===== config.mk =====
export PLATFORM = sky130hd
export DESIGN_NAME = memory_access
export DESIGN_NICKNAME = d
export VERILOG_FILES = /design/src/rtl/memory_access.sv
export SDC_FILE = /design/constraint.sdc
export NUM_CORES = 1
export LEC_CHECK = 0
export BUFFER_PORTS_ARGS = -buffer_cell sky130_fd_sc_hd__buf_2
export CORE_MARGIN = 4
export CORE_UTILIZATION = 45
export CTS_BUF_LIST = sky130_fd_sc_hd__clkbuf_16
export CTS_CLUSTER_DIAMETER = 60
export DETAILED_ROUTE_END_ITERATION = 16
export PLACE_DENSITY = 0.73
export SYNTH_ARGS = -nofsm -noshare
export SYNTH_HDL_FRONTEND = slang
export SYNTH_SLANG_ARGS = --single-unit

===== constraint.sdc =====
create_clock -name clk -period 4.96 [get_ports clk]
set_input_delay 0.992 -clock clk [delete_from_list [all_inputs] [get_ports clk]]
set_output_delay 0.992 -clock clk [all_outputs]
set_load 0.01 [all_outputs]

===== src/rtl/memory_access.sv =====
// Memory-access pipeline stage: runs one request/acknowledge transaction per instruction
// against a variable-latency data memory, with lane steering, load extension and bus timeout.
module memory_access #(
  parameter int TIMEOUT = 64
) (
  input  logic        clk,
  input  logic        reset,
  input  logic        start,
  input  logic        memRead,
  input  logic        memWrite,
  input  logic [1:0]  memSize,
  input  logic        memUnsigned,
  input  logic [31:0] address,
  input  logic [31:0] writeData,
  output logic        memReq,
  output logic        memWe,
  output logic [31:0] memAddr,
  output logic [3:0]  memByteEn,
  output logic [31:0] memWdata,
  input  logic [31:0] memRdata,
  input  logic        memAck,
  output logic [31:0] resultOutput,
  output logic        done,
  output logic        busy,
  output logic        misaligned,
  output logic        timeout
);

  typedef enum logic [1:0] {
    IDLE   = 2'd0,
    ACCESS = 2'd1,
    DONE   = 2'd2
  } state_t;

  localparam logic [7:0] COUNT_LIMIT = 8'(TIMEOUT - 1);

  state_t     state_r;
  logic [7:0] counter_r;
  logic       isWrite_r;
  logic [1:0] size_r;
  logic       unsigned_r;
  logic [1:0] offset_r;
  logic       isMem_s;
  logic       misalign_s;

  function automatic logic [3:0] laneEnable(input logic [1:0] size, input logic [1:0] offset);
    logic [3:0] en;
    case (size)
      2'b00:   en = 4'b0001 << offset;
      2'b01:   en = offset[1] ? 4'b1100 : 4'b0011;
      default: en = 4'b1111;
    endcase
    return en;
  endfunction

  function automatic logic [31:0] laneData(input logic [1:0] size, input logic [31:0] data);
    logic [31:0] lanes;
    case (size)
      2'b00:   lanes = {4{data[7:0]}};
      2'b01:   lanes = {2{data[15:0]}};
      default: lanes = data;
    endcase
    return lanes;
  endfunction

  // Selects the addressed lane of the read word and extends it to 32 bits.
  function automatic logic [31:0] formatLoad(input logic [1:0] size, input logic isUnsigned,
                                             input logic [1:0] offset, input logic [31:0] rdata);
    logic [7:0]  byteSel;
    logic [15:0] halfSel;
    logic [31:0] value;
    case (offset)
      2'b00:   byteSel = rdata[7:0];
      2'b01:   byteSel = rdata[15:8];
      2'b10:   byteSel = rdata[23:16];
      default: byteSel = rdata[31:24];
    endcase
    halfSel = offset[1] ? rdata[31:16] : rdata[15:0];
    case (size)
      2'b00: begin
        if (isUnsigned) value = {24'd0, byteSel};
        else            value = {{24{byteSel[7]}}, byteSel};
      end
      2'b01: begin
        if (isUnsigned) value = {16'd0, halfSel};
        else            value = {{16{halfSel[15]}}, halfSel};
      end
      default: value = rdata;
    endcase
    return value;
  endfunction

  // Classifies the incoming instruction: memory access or not, and alignment for its size.
  always_comb begin
    isMem_s    = memRead | memWrite;
    misalign_s = 1'b0;
    if (isMem_s) begin
      case (memSize)
        2'b00:   misalign_s = 1'b0;
        2'b01:   misalign_s = address[0];
        default: misalign_s = |address[1:0];
      endcase
    end else begin
      misalign_s = 1'b0;
    end
  end

  // Transaction FSM; every output is a register updated here.
  always_ff @(posedge clk or posedge reset) begin
    if (reset) begin
      state_r      <= IDLE;
      counter_r    <= 8'd0;
      isWrite_r    <= 1'b0;
      size_r       <= 2'b00;
      unsigned_r   <= 1'b0;
      offset_r     <= 2'b00;
      memReq       <= 1'b0;
      memWe        <= 1'b0;
      memAddr      <= 32'd0;
      memByteEn    <= 4'd0;
      memWdata     <= 32'd0;
      resultOutput <= 32'd0;
      done         <= 1'b0;
      busy         <= 1'b0;
      misaligned   <= 1'b0;
      timeout      <= 1'b0;
    end else begin
      case (state_r)
        IDLE: begin
          done <= 1'b0;
          if (start) begin
            busy       <= 1'b1;
            misaligned <= 1'b0;
            timeout    <= 1'b0;
            isWrite_r  <= memWrite;
            size_r     <= memSize;
            unsigned_r <= memUnsigned;
            offset_r   <= address[1:0];
            memAddr    <= {address[31:2], 2'b00};
            memByteEn  <= laneEnable(memSize, address[1:0]);
            memWdata   <= laneData(memSize, writeData);
            if (misalign_s) begin
              misaligned   <= 1'b1;
              resultOutput <= 32'd0;
              done         <= 1'b1;
              state_r      <= DONE;
            end else if (!isMem_s) begin
              resultOutput <= address;
              done         <= 1'b1;
              state_r      <= DONE;
            end else begin
              memReq    <= 1'b1;
              memWe     <= memWrite;
              counter_r <= 8'd0;
              state_r   <= ACCESS;
            end
          end else begin
            busy <= 1'b0;
          end
        end
        ACCESS: begin
          // An ack in the final allowed cycle takes precedence over the timeout.
          if (memAck) begin
            memReq       <= 1'b0;
            memWe        <= 1'b0;
            done         <= 1'b1;
            resultOutput <= isWrite_r ? 32'd0 : formatLoad(size_r, unsigned_r, offset_r, memRdata);
            state_r      <= DONE;
          end else if (counter_r == COUNT_LIMIT) begin
            memReq       <= 1'b0;
            memWe        <= 1'b0;
            done         <= 1'b1;
            timeout      <= 1'b1;
            resultOutput <= 32'd0;
            state_r      <= DONE;
          end else begin
            counter_r <= counter_r + 8'd1;
          end
        end
        DONE: begin
          done    <= 1'b0;
          busy    <= 1'b0;
          memReq  <= 1'b0;
          state_r <= IDLE;
        end
        default: begin
          done    <= 1'b0;
          busy    <= 1'b0;
          memReq  <= 1'b0;
          memWe   <= 1'b0;
          state_r <= IDLE;
        end
      endcase
    end
  end

endmodule


* Word-level counts from Yosys, hierarchy flattened
Cells that the tools add are included.
** Storage, ports and cells
- Output and inout bits :: 106
- Flip-flop bits (word level) :: 120
- Input port bits :: 105
- Word-level logic and storage cells :: 99
** Cells by class
- Shifts and indexed selects :: 1
- Add/sub/neg operators :: 1
- Eq/ne operators :: 15
- Reduce and logical (&&, ||, !) cells :: 13
- Muxes and demuxes :: 51
- Bitwise logic cells :: 2
** Operators with widths (number)
- $mux 32 :: 8
- $pmux 32 s2 :: 3
- $mux 8 :: 5
- $pmux 8 s3 :: 1
- $mux 1 :: 18
- $mux 16 :: 1
- $pmux 8 s2 :: 1
- $ne 2x2->1 const B :: 6
- $reduce_and 4->1 :: 3
- $mux 2 :: 5
- $pmux 1 s2 :: 5
- $add 8x1->8 const B :: 1
- $eq 2x1->1 const B :: 4
- $eq 8x6->1 const B :: 1
- $logic_not 2->1 :: 4
- $pmux 4 s2 :: 1
- $ne 3x3->1 const B :: 2
- $reduce_and 6->1 :: 1
- $reduce_and 5->1 :: 1
- $eq 2x2->1 const B :: 2
- $mux 4 :: 1
- $pmux 2 s2 :: 1
- $reduce_and 2->1 :: 2
- $shl 1x2->4 const A :: 1
- 5 further kinds :: 5

* Depth between registers and ports, before layout
- Depth after elaboration :: 7
- Gate-level depth with buffers :: 7
- Depth with buffers taken out :: 6

* Worst setup path after synthesis
No wires, ideal clock.
- Kind :: input to register
- From :: in memSize[1]
- To :: reg counter_r[3]
- Stages on the path :: 6
- Buffers on the path :: 1
- Data required time :: 4.891 ns
- Slack :: 2.816 ns
- Arrival time :: 2.075 ns
- Cells stage by stage :: buf_2 > o2bb2ai_1 > nor2_1 > a21oi_2 > or4_1 > nand3_1
** Between the ends
- Longest elaborated chain between the ends :: 5
- Elaborated cells between the ends (all ways) :: 6
** RTL lines
- start, declared :: RTL line 11 : input logic [1:0] memSize,
- $eq 2x1->1 or $logic_not 2->1 (tied branches) :: RTL line 98 : case (memSize)
- $pmux 1 s2 * :: RTL line 98
- $mux 1 * :: RTL line 97 : if (isMem_s) begin
- $ne 2x2->1 (no line) *
- $reduce_and 6->1 (no line) *
- end signal, assigned :: RTL line 177 : counter_r <= counter_r + 8'd1;
- end, declared :: RTL line 38 : logic [7:0] counter_r;
Every way passes the cells marked *; elsewhere a longest branch is shown, timed or not.
A chain may end at the register's enable or synchronous reset.

* Worst setup path after layout
- From :: in memSize[1]
- To :: reg resultOutput[1]
** Between the ends
- Longest elaborated chain between the ends :: 6
- Elaborated cells between the ends (all ways) :: 9
** RTL lines
- $eq 2x1->1 or $logic_not 2->1 (tied branches) :: RTL line 98
- $pmux 1 s2 * :: RTL line 98
- $mux 1 * :: RTL line 97
- $mux 32 :: RTL line 142 : if (misalign_s) begin
- $mux 32 :: RTL line 131 : if (start) begin
- $pmux 32 s2 :: RTL line 128 : case (state_r)
- end signal, assigned :: RTL line 148 : resultOutput <= address;
- end signal, assigned :: RTL line 167 : resultOutput <= isWrite_r ? 32'd0 : formatLoad(size_r, unsigned_r, offset_r, memRdata);
- end, declared :: RTL line 22 : output logic [31:0] resultOutput,
Every way passes the cells marked *; elsewhere a longest branch is shown, timed or not. The select of a mux whose other input is x is not followed.

==> metrics.txt <==
I/O Pins=211; crit path launch type=input port; DP Cell Count=between 1,000 and 1,500; Worst Setup End Kind=flip-flop; Post-Synthesis Cell Area=0.00613 mm²; PnR worst setup slack=around 2.1 ns; Async S/R FF share, synth=100%; Yosys cell types=58; PwrDens=between 400 and 500 mW/mm²; crit path time final=2.83 ns; WP data required=approximately 5.3 ns; initial detailed-routing violation count=around 450; clock network power share=between 20% and 30%; starting density of the core=between 40% and 50%; Combinational Power Share=between 30% and 40%; Hold Buf Count CTS=0; setup slack, reg-to-reg=between 2 and 2.5 ns; NumNets Final=980; Seq/Total Area, Yosys=49.0%; pre-CTS WS=between 1.5 and 2 ns; ratio of cells with drive above 1 in the final layout=between 20 and 30%; Post-Synth XOR/XNOR Area=0%; Syn Area/Cell=8.86 µm²; Reg2Reg Capture Point=resultOutput[21]; GPL Wtd Cong=0.935; YS warnings=0; MaxCap Viol Count=0; CTS buffer count=17; Most used DFF post-synth=dfrtp_1; Max transition margin=about a quarter; kind of critical path=input port to flip-flop; post-route insts no fill=1,064; status=complete, no violations; Finished Cell Area=0.00777 mm²; post-CTS resize count=0; clock skew=0.00705 ns; DR WL/cell=between 15 and 20 µm; post-layout util=about 58%; global-route wire length before repair=approximately 30 mm; f_max=~350 MHz; clk buf depth=2; total core area=~0.013 mm²; crit path DAT=about 3.1 ns; Reg-to-Reg Start=offset_r[1]; Overall Global Routing Usage=a little under a quarter; RSZ-0062 raised after global routing=false; CTS tree=yes; simple-gate share of the synthesized area=approximately 21%; H-tree depth=4; Final Setup Violations=0; cell row count=42; Area contributors post-synth=dfrtp_1 49%, nand2_1 12%, mux2i_1 4.2%; vias in the first global route=5,590; depth of the most critical reg-to-reg path=5; Vias/cell=around 5.4; Antenna Nets Post-Route=0; root buf cell=clkbuf_16; register share of total power=~39%; crit path capture=resultOutput[1]; post-synthesis cell count=between 600 and 700; mux share of post-synthesis cell area=6.45%; #FFs+latches synth=120; Tcrit/Tclk final=57.0%; grt ovf=0; worst-path cell chain=buf_2 -> a21oi_1 -> nor2_1 -> o311ai_4 -> buf_4 -> nor2b_1 -> a31oi_1; # DRC=0; pins over their slew limit=0; worst slew pin tran=1.11 ns; Fill cells=1,220; Net Sw Frac=around 37%; number of synthesized flops with an enable pin=0; Worst Path Max Fanout=46; Psw=approximately 1.4 mW; final WL=18.4 mm; die width=125 µm; TNS Setup=0 ns; Cell Int Power=2.46 mW; via count=roughly 5,800; placed cell areas=0.00722 mm²; crit-path max cell delay=around 0.65 ns; postcts setup bufs=0; later-pin clock latency in the skew report=a little over 0.4 ns; post-DP HPWL=roughly 13 mm; first-pass iteration count of the detailed router=5; input/output buffers=208; crit path max-delay cell type=o311ai_4; compound-gate portion of the synthesized area=between 10% and 20%; Worst VDD drop=around 0.28 mV; TritonCTS Sinks=120; cell accounting for the most synthesized area=dfrtp_1; Fin. Hold Viols=0; Pwr Total=between 3 and 4 mW; Die Y=around 120 µm; Leakage=roughly 3.9 nW; largest family of logic cells by synthesized area=simple AND/OR/NAND/NOR gates; HP Class=flip-flop to flip-flop; largest net degree at the start of global routing=just under 100; CP Launch Point=memSize[1]; Synth top area share=between 40% and 50%; Die ar.=about 0.016 mm²; initial antenna violation count=1; area delta synth->final=26.8%; post-synthesis adder-cell area fraction=0.204%; hold slack=between 0.4 and 0.5 ns; clk slew on worst S/H paths=about 0.060 ns
-- worst min-delay path by stage --
stage | slack, ns | cells after the start | startpoint | endpoint
after CTS | 0.47 | 2 | isWrite_r | isWrite_r
final | 0.46 | 2 | memAddr[21] | memAddr[21]
after detailed placement | 0.45 | 2 | isWrite_r | isWrite_r
after global placement | 0.45 | 2 | memAddr[24] | memAddr[24]
after floorplan | 0.44 | 2 | isWrite_r | isWrite_r
after global routing | 0.50 | 2 | resultOutput[9] | resultOutput[9]
-- power groups by stage --
stage	sequential, mW	combinational [mW]	clock [mW]
after floorplan	1.59	0.645	0
after global routing	1.57	1.33	1.22
after global placement	1.53	1.18	0
after CTS	1.52	1.21	1.18
final	1.53	1.19	1.16
after detailed placement	1.53	1.21	0
-- final cells by class --
type | count | area (µm²) | area share [%]
Multi-Input combinational cell | 513 | 2880 | 37.0
Timing Repair Buffer | 214 | 1090 | 14.0
Clock buffer | 17 | 425 | 5.47
Antenna cell | 1 | 2.50 | 0.0322
Inverter | 8 | 32.5 | 0.418
Clock inverter | 15 | 129 | 1.66
Sequential cell | 120 | 3000 | 38.6
Tap cell | 176 | 220 | 2.83
-- cells in the final DEF, fill, tap and decap left out, types with 17 or more instances in the layout --
cell | Yosys | layout
o21ai_0 | 45 | 45
nand2b_1 | 24 | 24
a22oi_1 | 22 | 22
dfrtp_1 | 120 | 120
mux2i_1 | 26 | 26
clkbuf_16 | 0 | 17
a21oi_1 | 28 | 28
o21ai_1 | 29 | 29
nor2_1 | 26 | 26
buf_2 | 18 | 208
nand2_1 | 203 | 203
-- routing by layer --
| layer | global-route usage (%) | up-vias | share of wire, % |
|---|---|---|---|
| li1 | - | 2760 | - |
| met2 | 37.0 | 257 | 48 |
| met4 | 7.54 | 0 | 1.7 |
| met3 | 7.76 | 25 | 9.4 |
| met5 | 0 | - | 0 |
| met1 | 31.6 | 2741 | 41 |
-- worst max-delay path: cells and delay by family --
kind / cells / cell delay [ns]
compound gates: 3 / 1.01
buf+inv: 2 / 0.81
simple gates: 2 / 0.31
-- flip-flops by register name, indices dropped and copies added, names as in the netlist --
signal	cells
busy	1
counter_r	8
done	1
isWrite_r	1
memAddr	30
memByteEn	4
memReq	1
memWdata	32
memWe	1
misaligned	1
offset_r	2
resultOutput	32
size_r	2
state_r	2
timeout	1
unsigned_r	1
-- Yosys cell counts (all sizes together), types with 3 or more instances --
cell type,n
mux2i,26
a32oi,3
nand3,14
nor2b,10
o21ai,74
nor3,7
a31oi,8
nor2,26
a21oi,29
nand2b,24
clkbuf,28
dfrtp,120
a221oi,3
buf,24
o22ai,8
nand2,203
a22oi,22
a211oi,11
o311a,4
inv,8
mux4,4
mux2,4
-- kinds of logic (layout without fill, tap and decap cells) --
logic type	after synthesis	after routing
simple gates	299	299
compound gates	177	177
flops	120	120
buf+inv	60	254
mux	34	34
fa+ha+maj	1	1
other cells	1	3
(Power assumes the default switching activity.)
